$ cat config.mk
export PLATFORM = sky130hd
export DESIGN_NAME = jamma_joy_scan
export DESIGN_NICKNAME = d
export VERILOG_FILES = /design/src/rtl/jamma_pkg.sv /design/src/rtl/debounce_chan.sv /design/src/rtl/jamma_joy_scan.sv
export SDC_FILE = /design/constraint.sdc
export NUM_CORES = 1
export LEC_CHECK = 0
export CORE_ASPECT_RATIO = 0.5
export CORE_UTILIZATION = 51
export DETAILED_ROUTE_END_ITERATION = 12
export GPL_TIMING_DRIVEN = 0
export PLACE_DENSITY = 0.74
export SKIP_LAST_GASP = 1
export SYNTH_ARGS = -nofsm -noshare
export SYNTH_HDL_FRONTEND = slang
export SYNTH_SLANG_ARGS = --single-unit
export TNS_END_PERCENT = 30
$ cat constraint.sdc
create_clock -name pclk -period 1.65 [get_ports pclk]
set_input_delay 0.33 -clock pclk [delete_from_list [all_inputs] [get_ports pclk]]
set_output_delay 0.33 -clock pclk [all_outputs]
set_load 0.02 [all_outputs]
$ cat src/rtl/jamma_pkg.sv
// Shared types and idle constants for the JAMMA joystick scanner.
package jamma_pkg;

    typedef enum logic [1:0] {
        A_SETTLE,
        A_SAMPLE,
        B_SETTLE,
        B_SAMPLE
    } scan_state_e;

    localparam logic [7:0] JOY_IDLE  = 8'hFF;
    localparam logic [1:0] COIN_IDLE = 2'b11;

endpackage

$ cat src/rtl/debounce_chan.sv
// One debounce channel: a word must be sampled DEBOUNCE times in a row
// before it is allowed through to the output register.
module debounce_chan #(
    parameter int WIDTH    = 8,
    parameter int DEBOUNCE = 4
) (
    input  logic             pclk,
    input  logic             pll_lckd,
    input  logic             sample_en,
    input  logic [WIDTH-1:0] raw,
    output logic [WIDTH-1:0] out,
    output logic             stable
);

    localparam int CW = $clog2(DEBOUNCE + 1);
    localparam logic [CW-1:0] CNT_MAX = CW'(DEBOUNCE);

    logic [WIDTH-1:0] cand_q, cand_d;
    logic [WIDTH-1:0] out_q, out_d;
    logic [CW-1:0]    cnt_q, cnt_d;

    always_comb begin
        cand_d = cand_q;
        cnt_d  = cnt_q;
        if (sample_en) begin
            if (raw != cand_q) begin
                cand_d = raw;
                cnt_d  = CW'(1);
            end else if (cnt_q < CNT_MAX) begin
                cnt_d = cnt_q + 1'b1;
            end
        end
        // Reloading while saturated is harmless: candidate is frozen then.
        out_d = (cnt_q == CNT_MAX) ? cand_q : out_q;
    end

    always_ff @(posedge pclk or negedge pll_lckd) begin
        if (!pll_lckd) begin
            cand_q <= '1;
            cnt_q  <= '0;
            out_q  <= '1;
        end else begin
            cand_q <= cand_d;
            cnt_q  <= cnt_d;
            out_q  <= out_d;
        end
    end

    assign out    = out_q;
    assign stable = (cnt_q == CNT_MAX);

endmodule

$ cat src/rtl/jamma_joy_scan.sv
// Time-multiplexed JAMMA input scanner: drives JSELECT, samples the shared
// JJOY bus per player slot and debounces player A/B words and coin lines.
module jamma_joy_scan
    import jamma_pkg::*;
#(
    parameter int SETTLE   = 4,
    parameter int DEBOUNCE = 4
) (
    input  logic       pclk,
    input  logic       pll_lckd,
    input  logic [7:0] jjoy,
    input  logic [1:0] jcoin,
    input  logic [5:0] joy_local,
    output logic       jselect,
    output logic [7:0] joystick1,
    output logic [7:0] joystick2,
    output logic [1:0] coin,
    output logic       valid,
    output logic       changed
);

    localparam int SW = $clog2(SETTLE);
    localparam logic [SW-1:0] SETTLE_LD = SW'(SETTLE - 1);

    // {jjoy, jcoin, joy_local} through a 2-flop synchroniser
    logic [15:0] sync1_q, sync2_q;

    always_ff @(posedge pclk or negedge pll_lckd) begin
        if (!pll_lckd) begin
            sync1_q <= '1;
            sync2_q <= '1;
        end else begin
            sync1_q <= {jjoy, jcoin, joy_local};
            sync2_q <= sync1_q;
        end
    end

    logic [7:0] s_jjoy;
    logic [1:0] s_jcoin;
    logic [5:0] s_local;
    assign {s_jjoy, s_jcoin, s_local} = sync2_q;

    scan_state_e   state_q, state_d;
    logic [SW-1:0] scnt_q, scnt_d;
    logic          jsel_q, jsel_d;

    always_comb begin
        state_d = state_q;
        scnt_d  = scnt_q;
        case (state_q)
            A_SETTLE: if (scnt_q == '0) state_d = A_SAMPLE;
                      else              scnt_d  = scnt_q - 1'b1;
            A_SAMPLE: begin
                state_d = B_SETTLE;
                scnt_d  = SETTLE_LD;
            end
            B_SETTLE: if (scnt_q == '0) state_d = B_SAMPLE;
                      else              scnt_d  = scnt_q - 1'b1;
            B_SAMPLE: begin
                state_d = A_SETTLE;
                scnt_d  = SETTLE_LD;
            end
            default: begin
                state_d = A_SETTLE;
                scnt_d  = SETTLE_LD;
            end
        endcase
        // Registered from next state so the mux moves on the same edge as the FSM.
        jsel_d = (state_d == B_SETTLE) || (state_d == B_SAMPLE);
    end

    always_ff @(posedge pclk or negedge pll_lckd) begin
        if (!pll_lckd) begin
            state_q <= A_SETTLE;
            scnt_q  <= SETTLE_LD;
            jsel_q  <= 1'b0;
        end else begin
            state_q <= state_d;
            scnt_q  <= scnt_d;
            jsel_q  <= jsel_d;
        end
    end

    logic samp_a, samp_b, stable_a, stable_b, stable_c;
    logic [7:0] raw_a;
    assign samp_a = (state_q == A_SAMPLE);
    assign samp_b = (state_q == B_SAMPLE);
    assign raw_a  = s_jjoy & {2'b11, s_local};

    debounce_chan #(.WIDTH(8), .DEBOUNCE(DEBOUNCE)) u_chan_a (
        .pclk(pclk), .pll_lckd(pll_lckd), .sample_en(samp_a),
        .raw(raw_a), .out(joystick1), .stable(stable_a)
    );

    debounce_chan #(.WIDTH(8), .DEBOUNCE(DEBOUNCE)) u_chan_b (
        .pclk(pclk), .pll_lckd(pll_lckd), .sample_en(samp_b),
        .raw(s_jjoy), .out(joystick2), .stable(stable_b)
    );

    debounce_chan #(.WIDTH(2), .DEBOUNCE(DEBOUNCE)) u_chan_coin (
        .pclk(pclk), .pll_lckd(pll_lckd), .sample_en(samp_a | samp_b),
        .raw(s_jcoin), .out(coin), .stable(stable_c)
    );

    logic [17:0] outs, prev_q;
    logic        valid_q, valid_d, chg_q, chg_d;
    assign outs = {joystick1, joystick2, coin};

    always_comb begin
        valid_d = valid_q | (stable_a & stable_b);
        chg_d   = (outs != prev_q);
    end

    always_ff @(posedge pclk or negedge pll_lckd) begin
        if (!pll_lckd) begin
            prev_q  <= {JOY_IDLE, JOY_IDLE, COIN_IDLE};
            valid_q <= 1'b0;
            chg_q   <= 1'b0;
        end else begin
            prev_q  <= outs;
            valid_q <= valid_d;
            chg_q   <= chg_d;
        end
    end

    // Coin channel stability does not gate valid; only players do.
    logic unused_stable_c;
    assign unused_stable_c = stable_c;

    assign jselect = jsel_q;
    assign valid   = valid_q;
    assign changed = chg_q;

endmodule

==> summary by stage, run 1 <==
Finish
The number of antenna diodes in the final layout is 0. In the final layout, the multi-input gates occupy ~1300 sq um. The final layout net count is 363. Leaving out filler cells and counting taps, the final layout contains roughly 440. The area of all placed cells without fillers is ~4900 sq um. Of the cells placed in the final design, the portion with a size suffix greater than 1 is 44.5%.

The filler cells instantiated in the layout total about 510. Across the whole layout, storage elements account for ~2600 sq um. The area added between synthesis and finish is 25.1%.

Route
The DRC violations left is 0. The final route contains around 2.3k vias. After the first detailed-routing iteration, the DRC count stood at 132. After detailed routing, the total wire length is 6780 microns. The average routed wire per standard cell is roughly 16 microns.

The count of nets left with antenna violations once routing finished came out at 0. Dividing the detail-routed via count by the number of cells gives 5.26. The first TritonRoute pass finished after 4 iterations.

Power
The part of the total power dissipated in the clock network is 42.8%. The fraction of power consumed by sequential logic is approximately half. Overall power consumption after layout is estimated at approximately 5.5 mW. In this run switching power makes up 21.1% of total power.

The internal power is 4.35 mW. The analysis attributes to net switching a power of 1.16 mW. The worst vdd rail ir drop is 0.737 mV. In this run the static leakage power is 1.98 nW. The part of the total power dissipated in combinational logic is about 7.5%. Power spread over the standard cell area amounts to 1120 nW/um^2.

Clock network
The worst-skew pair later-pin latency is 0.34 ns. Counting every sink on the clock net gives roughly 100. Hold repair after CTS inserted 0 buffers. The TritonCTS buffer count is 9.

CTS built an H-tree with a depth of 3. Clock-pin slew was measured on the worst setup and hold paths at 0.06 ns. The clock passes through at most 2 buffers. The tree is rooted in a sky130_fd_sc_hd__clkbuf_16. TritonCTS built the clock tree.

Job
The max-capacitance violation count is 0.

Hold path
The path category of the worst min-delay check is in2async.

Floorplan
The overall die width is between 100 and 150 microns. The I/O pin total is 39. The die covers 8080 sq um. For this configuration, the core starts out at a cell density of approximately 53%. The core area is 7400 sq um.

The die extent in y is 64.1 microns. The total number of placement rows is 22.

STA
On the final layout, the worst clock skew is about 0.0078 ns. Setup violations remaining at the end of the flow were counted as 27. Setup repair after global routing could not meet its margin everywhere. The number of failing hold endpoints at the final stage is 0. The post-route minimum period is about 1.9 ns. In the finished design, the share of the clock period the worst path needs comes to 113%. The max-slew violation count is 0. The worst-case setup margin in the final layout is -0.207 ns. The transition time of the tightest slew-check pin is 0.594 ns. Derived from the worst setup path, the maximum achievable clock frequency is roughly 540 MHz. The worst slew margin relative to its limit is 60.4%.

Synthesis
After Yosys synthesis, full adders, half adders and majority gates account for under 10% of the synthesized area. The number of enable flip-flop cells after synthesis is 0. The average size of a mapped cell is about 14 sq um.

The number of distinct library cells after synthesis is 38. The count of mapped cells out of synthesis is 280. The share of synthesized registers carrying an async set or reset is 100%.

After synthesis, the share of cell area in mux cells is 7.39%. The register bit total from synthesis is approximately 100. The largest total area in the synthesized netlist belongs to sky130_fd_sc_hd__dfstp_2. Sequential elements use 67.1% of the synthesized area. The post-synthesis compound-gate area fraction is 6.53%. The area share of xor/xnor cells in the synthesized design is 6.69%. By count the netlist is led by sky130_fd_sc_hd__dfstp_2 (88), sky130_fd_sc_hd__xnor2_1 (26), sky130_fd_sc_hd__mux2_2 (24), sky130_fd_sc_hd__inv_1 (18), sky130_fd_sc_hd__nand2_1 (14). The prevailing post-synth register cell is sky130_fd_sc_hd__dfstp_2. In this run the cell area of the synthesized design comes to 3930 sq um. In the post-synthesis netlist, the biggest area contributors are sky130_fd_sc_hd__dfstp_2 (59%), sky130_fd_sc_hd__dfrtp_1 (8.3%), sky130_fd_sc_hd__mux2_2 (6.9%). The dominant combinational cell family by area after synthesis is multiplexers. The number of nets in the synthesized netlist is between 300 and 400.

After Yosys synthesis, and, or, nand and nor cells account for 6.66% of the synthesized area. The number of warnings printed during yosys synthesis is 0. After synthesis, the largest area contributor takes up 58.9% of total cell area. The library cell with the highest instance count after synthesis is sky130_fd_sc_hd__dfstp_2.

GRT
The largest net degree at the start of global routing is 55. The via count of the first global-routing pass is 2288. The first global-routing pass estimated 11200 microns of wire.

The initial antenna violation count is 0. Summed over all layers, the global routing overflow is 0. The aggregate global-route resource usage is a little under a fifth.

Worst setup path
The dominant delay contributor by cell family on the critical path is buffers and inverters. The largest fanout on the critical path is 4. The kind of start point of the critical path is a flop.

The endpoint class of the critical path is an output pin. In this run the critical register-to-register path is launched from sync2_q[12]. The buffering stage count on the worst path with inverters included is 1. Walking the worst path, the cells encountered are clkdlybuf4s50_1. The largest incremental delay on the critical path is around 0.62 ns. The classification of the worst setup path is reg2out. At the worst endpoint, the required time is 1.32 ns. In this run the critical register-to-register path is captured at u_chan_a.cand_q[7]. STA puts the critical path data arrival time at 1.53 ns. In this run the number of cells on the critical path is 1. The setup slack on the worst flop-to-flop path is -0.17 ns. On the critical path, the stage with the largest delay is an instance of sky130_fd_sc_hd__clkdlybuf4s50_1. The worst reg-to-reg path cell count is 4.

Place
The placed instance area is between 4000 and 5000 sq um. The estimated wirelength of the detail-placed design is 4710 microns. At the end of routability-driven placement, the weighted congestion stood at 0.818. Input and output buffers added on the ports amount to 38. Counting tap cells, the placed design contains a total of 415 instances.

Run status
The flow ran to the end, but the final reports show violations. The final reports fail on negative setup slack.
-- cells in the final DEF (no fill, tap or decap), drive strengths merged, types with 7 or more instances in the layout --
master,count
dfstp,88
clkdlybuf4s50,32
xnor2,26
mux2,24
inv,19
nand2,14
o21ai,14
clkbuf,14
dfrtp,13
ha,11
a21oi,10
nand4,9
nand3,7
buf,7
-- sequential cells by signal, indices dropped and copies added (netlist names) --
signal / cells
prev_q: 18
sync1_q: 16
sync2_q: 16
u_chan_a.cand_q: 8
u_chan_a.out: 8
u_chan_b.cand_q: 8
u_chan_b.out: 8
u_chan_a.cnt_q: 3
u_chan_b.cnt_q: 3
u_chan_coin.cnt_q: 3
scnt_q: 2
u_chan_coin.cand_q: 2
u_chan_coin.out: 2
changed: 1
jselect: 1
state_q: 1
valid: 1
-- layout make-up --
| cell class | instances | area share, % |
|---|---|---|
| Clock buffer | 11 | 4.73 |
| Timing Repair Buffer | 43 | 9.14 |
| Clock inverter | 5 | 2.19 |
| Multi-Input combinational cell | 157 | 26.1 |
| Inverter | 18 | 1.37 |
| Buffer | 4 | 0.356 |
| Sequential cell | 101 | 53.7 |
| Tap cell | 96 | 2.44 |
-- power by group through the flow --
stage	Sequential, mW	Combinational (mW)	Clock [mW]
after floorplan	2.79	0.161	0
after global placement	2.77	0.370	0
after detailed placement	2.78	0.392	0
after CTS	2.75	0.403	2.41
after global routing	2.76	0.453	2.53
final	2.75	0.411	2.36
-- metal layers --
| layer | vias up | part of all wire [%] | GRT usage (%) |
|---|---|---|---|
| met3 | 6 | 4.8 | 6.37 |
| met1 | 1152 | 47 | 25.2 |
| met4 | 0 | 0.59 | 6.33 |
| met2 | 60 | 47 | 29.4 |
| met5 | - | 0 | 0 |
| li1 | 1070 | - | - |
-- worst max-delay path by stage --
| stage | from | to | slack (ns) |
|---|---|---|---|
| after floorplan | sync2_q[12] | u_chan_a.cand_q[6] | 0.02 |
| after global placement | pll_lckd | jselect | -2.98 |
| after detailed placement | sync2_q[13] | u_chan_b.cand_q[6] | -0.26 |
| after CTS | u_chan_coin.out[0] | coin[0] | -0.22 |
| after global routing | u_chan_coin.out[0] | coin[0] | -0.24 |
| final | u_chan_coin.out[0] | coin[0] | -0.21 |
-- through the flow --
stage               utilization, %  setup WS [ns]  TNS, ns  hold slack (ns)
floorplan                        -         0.0211        0           0.0344
global placement              59.8          -2.98  -209.63            0.346
detailed placement            60.2         -0.260    -3.20            0.347
CTS                           65.5         -0.223    -4.87          0.00231
global route                  66.4         -0.242    -5.28           0.0252
finish                        66.4         -0.207    -3.42          0.00379
-- timing repair --
action	4_1_cts	5_1_grt
setup buffers	4	0
endpoints found under the setup margin	41	43
gates cloned	0	0
resized for setup	7	19
pin swaps	3	2
-- logic make-up (layout without fill, tap and decap cells) --
logic type | after synthesis | count (layout)
flip-flops | 101 | 101
XOR/XNOR | 30 | 30
adder cells (fa/ha/maj) | 11 | 11
buffers and inverters | 22 | 81
AO/OA/AOI/OAI | 39 | 39
AND/OR/NAND/NOR | 51 | 51
multiplexers | 26 | 26
(Power assumes the default switching activity.)
==> run 2: changes to the inputs <==
--- a/config.mk
+++ b/config.mk
@@ -5,6 +5,7 @@
 export SDC_FILE = /design/constraint.sdc
 export NUM_CORES = 1
 export LEC_CHECK = 0
+export ABC_AREA = 1
 export CORE_ASPECT_RATIO = 0.5
 export CORE_UTILIZATION = 51
 export DETAILED_ROUTE_END_ITERATION = 12
==> run 2 against run 1 <==
Synthesized area is 4.6% higher. Via count is 15% higher. Register-to-register slack better by 0.23 ns. Critical path depth stayed put. Highest routed layer unchanged. Clock-buffer cell count is 1 higher. Flip-flop and latch count stayed put. The run still ends with negative setup slack left. Hold slack better by 0.35 ns. Clock skew is 0.0017 ns higher.
==> summary by stage, run 2 <==
Run status
The run finished, with violations left. The checks that failed: negative setup slack.

Synthesis
Synthesis produced slightly below 400 cells. Among all flip-flop cells after synthesis, the most frequent one is sky130_fd_sc_hd__dfstp_2. Synthesis inferred 101 register bits. Yosys attributes the largest share of cell area to sky130_fd_sc_hd__dfstp_2 (56%), sky130_fd_sc_hd__nand2_1 (9.4%), sky130_fd_sc_hd__dfrtp_1 (7.9%).

The number of warnings printed during yosys synthesis is 0. Ranked by instance count, the synthesized netlist is headed by sky130_fd_sc_hd__nand2_1 (103), sky130_fd_sc_hd__dfstp_2 (88), sky130_fd_sc_hd__inv_1 (45), sky130_fd_sc_hd__nand3_1 (26), sky130_fd_sc_hd__o21ai_0 (26). Each instance of the synthesized netlist takes up on average around 11 sq um. The number of different library cells used by synthesis comes to 26.

After synthesis, the share of flip-flops with an asynchronous set or reset is 100%. The most common cell in the synthesized netlist is sky130_fd_sc_hd__nand2_1. The netlist area before placement is between 4000 and 5000 sq um.

After synthesis, the largest area contributor takes up 56.3% of total cell area. The biggest area contributor in the post-synthesis netlist is sky130_fd_sc_hd__dfstp_2. Sequential elements use approximately 64% of the synthesized area.

The number of enable flip-flop cells after synthesis is 0. When the netlist entered floorplanning its net count stood at 420.

Finish
The flip-flop count of the largest register, all copies and words added is 18. The number of antenna diodes in the final layout is 0. prev_q holds more flip-flops than any other register. The area added between synthesis and finish is 21.0%. In the layout the commonest cells are sky130_fd_sc_hd__nand2_1 (103), sky130_fd_sc_hd__dfstp_2 (88), sky130_fd_sc_hd__inv_1 (45). In the final layout, the registers with the most flip-flops are prev_q x18, sync1_q x16, sync2_q x16. The number of fill cells is 609.

The count of placed standard cells in the final layout, fillers left out is 555. The library cell used most frequently in the layout, excluding fill and tap cells, is sky130_fd_sc_hd__nand2_1. The post-route netlist has 28.6% of its cells at a drive strength greater than 1. The final layout net count is 471.

Floorplan
The die extent in y is 65.5 microns. The I/O pin total is 39. The floorplan step defined a die boundary enclosing 8440 sq um. The die is 129 microns wide. The core area is approximately 7600 sq um.

The initialized floorplan defines 22 standard-cell rows. The initial utilization of the core area, before any placement, comes to 54.3%.

Route
The DRC violations left is 0. The detailed-router iteration count before antenna repair is 6. The final layout contains routed wiring with a total length of 7020 microns. For this block, the via count after detailed routing is 2628.

Dividing the detail-routed wire length by the instance count gives 12.6 microns. The number of nets with antenna violations after routing is 0. In this run, the number of DRC markers left after iteration 0 of detailed routing was 192. After detailed routing, the number of vias per cell comes to 4.74.

Place
Routability-driven placement finished with a final weighted congestion of 0.773. The total placed cells including tap cells is ~540. The HPWL after detailed placement is 4960 microns. The count of input and output buffers is 38. The worst-case setup slack after placement is 0.0845 ns.

STA
The worst-case setup margin in the final layout is -0.204 ns. The number of failing hold endpoints at the final stage is 0. The final cycle utilization of the critical path is 112%. The max-slew violation count came to 0. Based on the critical path, the design can be clocked at up to 539 MHz. Setup repair after global routing could not meet its margin everywhere. For the pin with the worst max-slew slack, the measured transition is 0.626 ns. After layout, the minimum clock period comes to 1.85 ns. Setup violations remaining at the end of the flow were counted as 8. The worst slew margin relative to its limit is 57.8%. On the final layout, the worst clock skew is 0.00951 ns.

Power
The worst vdd rail ir drop is between 0.8 and 0.9 mV. The analysis attributes to cell leakage a power of about 2.4 nW. The power density over the cells is around 1100 nW/um^2.

GRT
Global routing used 19.4% of the available tracks. For this run the aggregate overflow at the end of global routing stands at 0. Entering global routing, the biggest net connects 65 pins. The global-route wire length before repair is 11900 microns. The initial antenna violation count came to 0. The via count of the first global-routing pass was 2458.

Job
The max-capacitance violation count is 0.

Worst setup path
Walking the worst path, the cells encountered are clkdlybuf4s50_1. Together, buffers and inverters on the worst path number 1. STA puts the critical path data arrival time at 1.52 ns. The endpoint class of the critical path is an output pin. In this run the worst path has a maximum fanout of 4. In this design, the stage delay of the slowest critical-path cell is between 0.6 and 0.7 ns.

On the critical path, the stage with the largest delay is an instance of sky130_fd_sc_hd__clkdlybuf4s50_1. The classification of the worst setup path is reg2out. STA puts the critical path data required time at between 1 and 1.5 ns.

The kind of start point of the critical path is a flop. On the critical path the largest part of the delay comes from buffers and inverters.

Clock network
The tree is rooted in a sky130_fd_sc_hd__clkbuf_16. The H-tree depth reported by CTS is 3. At the later pin of the worst-skew pair, clock insertion delay measures 0.35 ns. TritonCTS built the clock tree. Counting the buffers created by CTS gives 9.

The clock slew seen by the registers of the worst setup and hold paths is ~0.07 ns. The clock passes through at most 2 buffers. Clock tree synthesis found a total of 101 sinks.

Hold path
The path category of the worst min-delay check is reg2reg.
==> run 2: repair_timing <==
action | CTS | global route
hold buffers | 1 | 0
setup endpoints to repair | 19 | 20
gates resized for setup | 5 | 6
setup buffers | 0 | 0
pin swaps | 0 | 0
hold endpoints to repair | 8 | 0
==> run 2: power by group <==
part	internal, mW	switching (mW)
Sequential	2.68	0.0888
Combinational	0.172	0.249
Clock	1.23	0.888
==> run 2: metal layers <==
layer | GRT usage, % | wire length [microns] | share of wire [%]
met2 | 27.2 | 3080 | 44
met3 | 6.68 | 394 | 5.6
met1 | 28.3 | 3480 | 50
met4 | 5.74 | 66 | 0.94
met5 | 0 | 0 | 0
==> run 2: path summary, 6_finish.rpt <==
kind	slack (ns)	cells past startpoint	to	start
min in group asynchronous	0.49	2	jselect	pll_lckd
worst max-delay path	-0.20	1	joystick1[5]	u_chan_a.out[5]
worst min-delay path	0.35	0	sync2_q[8]	sync1_q[8]
worst max register to register	0.06	6	u_chan_coin.cnt_q[1]	state_q[0]
max in group asynchronous	0.45	3	prev_q[3]	pll_lckd
worst min register to register	0.35	0	sync2_q[8]	sync1_q[8]
==> run 2: per-stage QoR <==
stage | TNS [ns] | total power [mW] | hold slack [ns] | utilization (%) | cell area, sq um
floorplan | 0 | 3.00 | 0.0344 | - | 4110
global placement | -227.35 | 3.22 | 0.345 | 61.1 | 4620
detailed placement | 0 | 3.24 | 0.324 | 61.4 | 4650
CTS | -2.85 | 5.36 | 0.353 | 65.5 | 4950
global route | -1.93 | 5.53 | 0.352 | 65.7 | 4970
finish | -1.40 | 5.30 | 0.350 | 65.7 | 4970
==> run 2: kinds of logic after synthesis <==
| family | after synthesis | synth area share (%) |
|---|---|---|
| mux | 4 | 1.04 |
| flops | 101 | 64.2 |
| simple gates | 168 | 18.4 |
| compound gates | 35 | 4.36 |
| buf+inv | 55 | 5.06 |
| xor+xnor | 17 | 3.62 |
| fa+ha+maj | 11 | 3.35 |
==> run 2: area by class of cell <==
class,instances,area [sq um],share of cell area [%]
well taps,108,135,2.72
multi-input cells,235,1260,25.4
clock inverters,4,56.3,1.13
repair buffers,40,424,8.53
flip-flops and latches,101,2640,53.1
inverters,51,191,3.85
plain buffers,4,16.3,0.327
clock buffers,12,246,4.96
==> run 3: changes to the inputs <==
--- a/config.mk
+++ b/config.mk
@@ -11,6 +11,7 @@
 export DETAILED_ROUTE_END_ITERATION = 12
 export GPL_TIMING_DRIVEN = 0
 export PLACE_DENSITY = 0.74
+export RECOVER_POWER = 50
 export SKIP_LAST_GASP = 1
 export SYNTH_ARGS = -nofsm -noshare
 export SYNTH_HDL_FRONTEND = slang
==> run 3 against run 2 <==
The flow still finishes with violations (negative setup slack). First-iteration DRC count shrank 3.1%. Worst setup slack is essentially flat. Flip-flop and latch count unchanged. Non-clock buffer count is the same. Power down 0.47%. Cell count unchanged. Combinational power down 4%. Global-route usage unchanged. Largest cell class unchanged. Die area unchanged. Critical endpoint unchanged. Critical path depth unchanged. Clock power barely moved. Largest power group unchanged. Highest routed layer unchanged.
==> summary by stage, run 3 (synthesized netlist as in run 2, its figures left out) <==
Power
The overall power of the completed layout is approximately 5.3 mW. Net switching is 23.0% of the power. In this run the power density over the cells is 1060 nW/um^2.

The part of the total power dissipated in the clock network is 40.0%. The analysis attributes to net switching a power of roughly 1.2 mW. For this design the static power due to leakage is 2.39 nW. In this run, the combinational gates consume approximately 7.7% of the power. The worst vdd rail ir drop is 0.818 mV.

The internal power is 4.06 mW. The fraction of power consumed by sequential logic is between 50% and 60%.

Finish
The leading cell type in the layout, fill and taps excluded is sky130_fd_sc_hd__nand2_1. prev_q holds more flip-flops than any other register. Of the cells placed in the final design, the portion with a size suffix greater than 1 is 26.8%. The area of all placed cells without fillers is 4970 sq um. The largest registers in the layout are prev_q x18, sync1_q x16, sync2_q x16.

The register with the most flip-flops in the layout has 18 of them. The area added between synthesis and finish is 20.9%. In the layout the commonest cells are sky130_fd_sc_hd__nand2_1 (103), sky130_fd_sc_hd__dfstp_2 (80), sky130_fd_sc_hd__inv_1 (45), sky130_fd_sc_hd__o21ai_0 (26), sky130_fd_sc_hd__nand3_1 (26). The diode insertion count for antenna repair is 0. The final layout net count is 471.

GRT
The overall overflow remaining after global route is 0. The first global-routing pass estimated 11900 microns of wire. The via count of the first global-routing pass is 2458.

Entering global routing, the biggest net connects 65 pins. The initial antenna violation count is 0. The aggregate global-route resource usage is 19.4%.

Worst setup path
The setup slack on the worst flop-to-flop path is about 0.06 ns. Tracing the worst setup path back leads to its startpoint at u_chan_a.out[5]. The reg-to-reg startpoint is state_q[0].

In this design, the stage delay of the slowest critical-path cell is 0.61 ns. The critical path goes through clkdlybuf4s50_1. STA puts the critical path data required time at 1.32 ns. The dominant delay contributor by cell family on the critical path is buffers and inverters. The master of the slowest instance on the critical path is sky130_fd_sc_hd__clkdlybuf4s50_1. The arrival time reported for the critical path endpoint is roughly 1.5 ns. In this run the worst path has a maximum fanout of 4. The worst reg-to-reg path cell count is 6.

The worst register-to-register path ends at u_chan_coin.cnt_q[1]. In this run the worst setup path terminates at joystick1[5]. The kind of start point of the critical path is a flop. The buffering stage count on the worst path with inverters included is 1. The total number of cells along the worst setup path is 1.

The endpoint class of the critical path is an output pin. The critical path is of the reg2out type.

Place
The estimated wirelength of the detail-placed design is just under 5000 microns. Input and output buffers added on the ports amount to 38. The placed instance area is between 4000 and 5000 sq um. The final RePlAce weighted congestion is 0.773.

Floorplan
From left edge to right edge, the die measures 129 microns. In this run the core area contains 22 standard-cell rows. The initial core utilization is a little over half. The region available for standard cell placement spans ~7600 sq um. The die covers 8440 sq um. The die extent in y is ~65 microns.

Pin placement for this block handled 39 I/O pins.

Route
After detailed routing, the average wire length per cell comes to roughly 13 microns. For this block, the via count after detailed routing is 2636. The DRC violations left is 0. The detailed-router iteration count before antenna repair is 4. In the routed layout, each cell is associated on average with a via count of 4.75.

The number of nets with antenna violations after routing is 0. The first routing iteration left 186 violations. The routed design has about 7000 microns of wire.

Clock network
Once the clock tree was built, the setup fixing pass inserted 0 buffers. Clock tree synthesis inserted a total of 9 buffers. The H-tree depth reported by CTS is 3. In this run the clock root is driven by a sky130_fd_sc_hd__clkbuf_16. The tree built by TritonCTS fans out to roughly 100 sinks.

TritonCTS built the clock tree. The clock slew seen by the registers of the worst setup and hold paths is approximately 0.070 ns. The later pin in the worst-skew pair is clocked with a latency of between 0.3 and 0.4 ns. The longest clock path from root to sink contains 2 buffers.

STA
The transition time of the tightest slew-check pin is between 0.9 and 1 ns. Across all setup checks in the final design, the least slack found is -0.204 ns. The max-slew violation count was 0. Setup repair after global routing could not meet its margin everywhere. The final cycle utilization of the critical path is 112%. The tightest hold path in the finished design has a slack of 0.353 ns. The clock tree skew after final layout is 0.00767 ns.

The final number of setup-violating endpoints is 8. The worst slew margin relative to its limit is 37.7%. The post-route minimum period is 1.85 ns. The number of failing hold endpoints at the final stage is 0.

The highest clock rate is between 500 and 600 MHz.

Run status
The checks that failed: negative setup slack. The flow ran to the end, but the final reports show violations.

Job
The max-capacitance violation count is 0.

Hold path
In this run the worst hold path is classified as reg2reg.
==> run 3: area by class of cell <==
class	instances	area [sq um]
buffer	4	16.3
clock buffer	12	246
clock inverter	4	56.3
fill	608	2600
inverter	51	191
multi-input combinational	235	1260
sequential	101	2640
tap	108	135
timing repair buffer	40	422
==> run 3: power groups by stage <==
stage / logic, mW / registers (mW) / clock network [mW]
6_report: 0.406 / 2.76 / 2.11
5_1_grt: 0.463 / 2.78 / 2.28
4_1_cts: 0.428 / 2.77 / 2.16
3_5_place_dp: 0.435 / 2.81 / 0
3_3_place_gp: 0.418 / 2.80 / 0
2_1_floorplan: 0.179 / 2.82 / 0
==> run 3: how the worst min path moves through the flow <==
stage | start | end | slack [ns] | cells past startpoint
detailed placement | pll_lckd | jselect | 0.32 | 1
global placement | sync1_q[6] | sync2_q[6] | 0.35 | 0
CTS | sync1_q[8] | sync2_q[8] | 0.35 | 0
finish | sync1_q[8] | sync2_q[8] | 0.35 | 0
floorplan | pll_lckd | changed | 0.03 | 0
global route | sync1_q[8] | sync2_q[8] | 0.35 | 0
==> run 3: per-stage QoR <==
stage,TNS (ns),worst slack (ns),utilization [%],cells
6_report,-1.40,-0.204,65.6,555
5_1_grt,-4.35,-0.248,65.6,555
4_1_cts,-2.85,-0.219,65.5,555
3_5_place_dp,0,0.0845,61.4,538
3_3_place_gp,-227.35,-3.25,61.1,537
2_1_floorplan,0,0.177,-,391
==> run 3: per-layer routing <==
layer  track usage, %  wire (microns)  up-vias
met2             27.2            3060       50
met5                0               0        -
met4             5.74              66        0
met3             6.68             475       10
li1                 -               -     1324
met1             28.3            3370     1252
==> run 3: worst reg2reg max path: cells and delay by family (launching register included) <==
kind / cells / cell delay [ns]
flops: 1 / 0.43
compound gates: 1 / 0.08
fa+ha+maj: 1 / 0.32
simple gates: 3 / 0.56
buf+inv: 1 / 0.13
==> run 3: repair_timing <==
action,CTS,global route
endpoints found under the hold margin,8,0
endpoints found under the setup margin,19,20
hold buffers,1,0
gates resized for setup,5,6
gates cloned,0,0
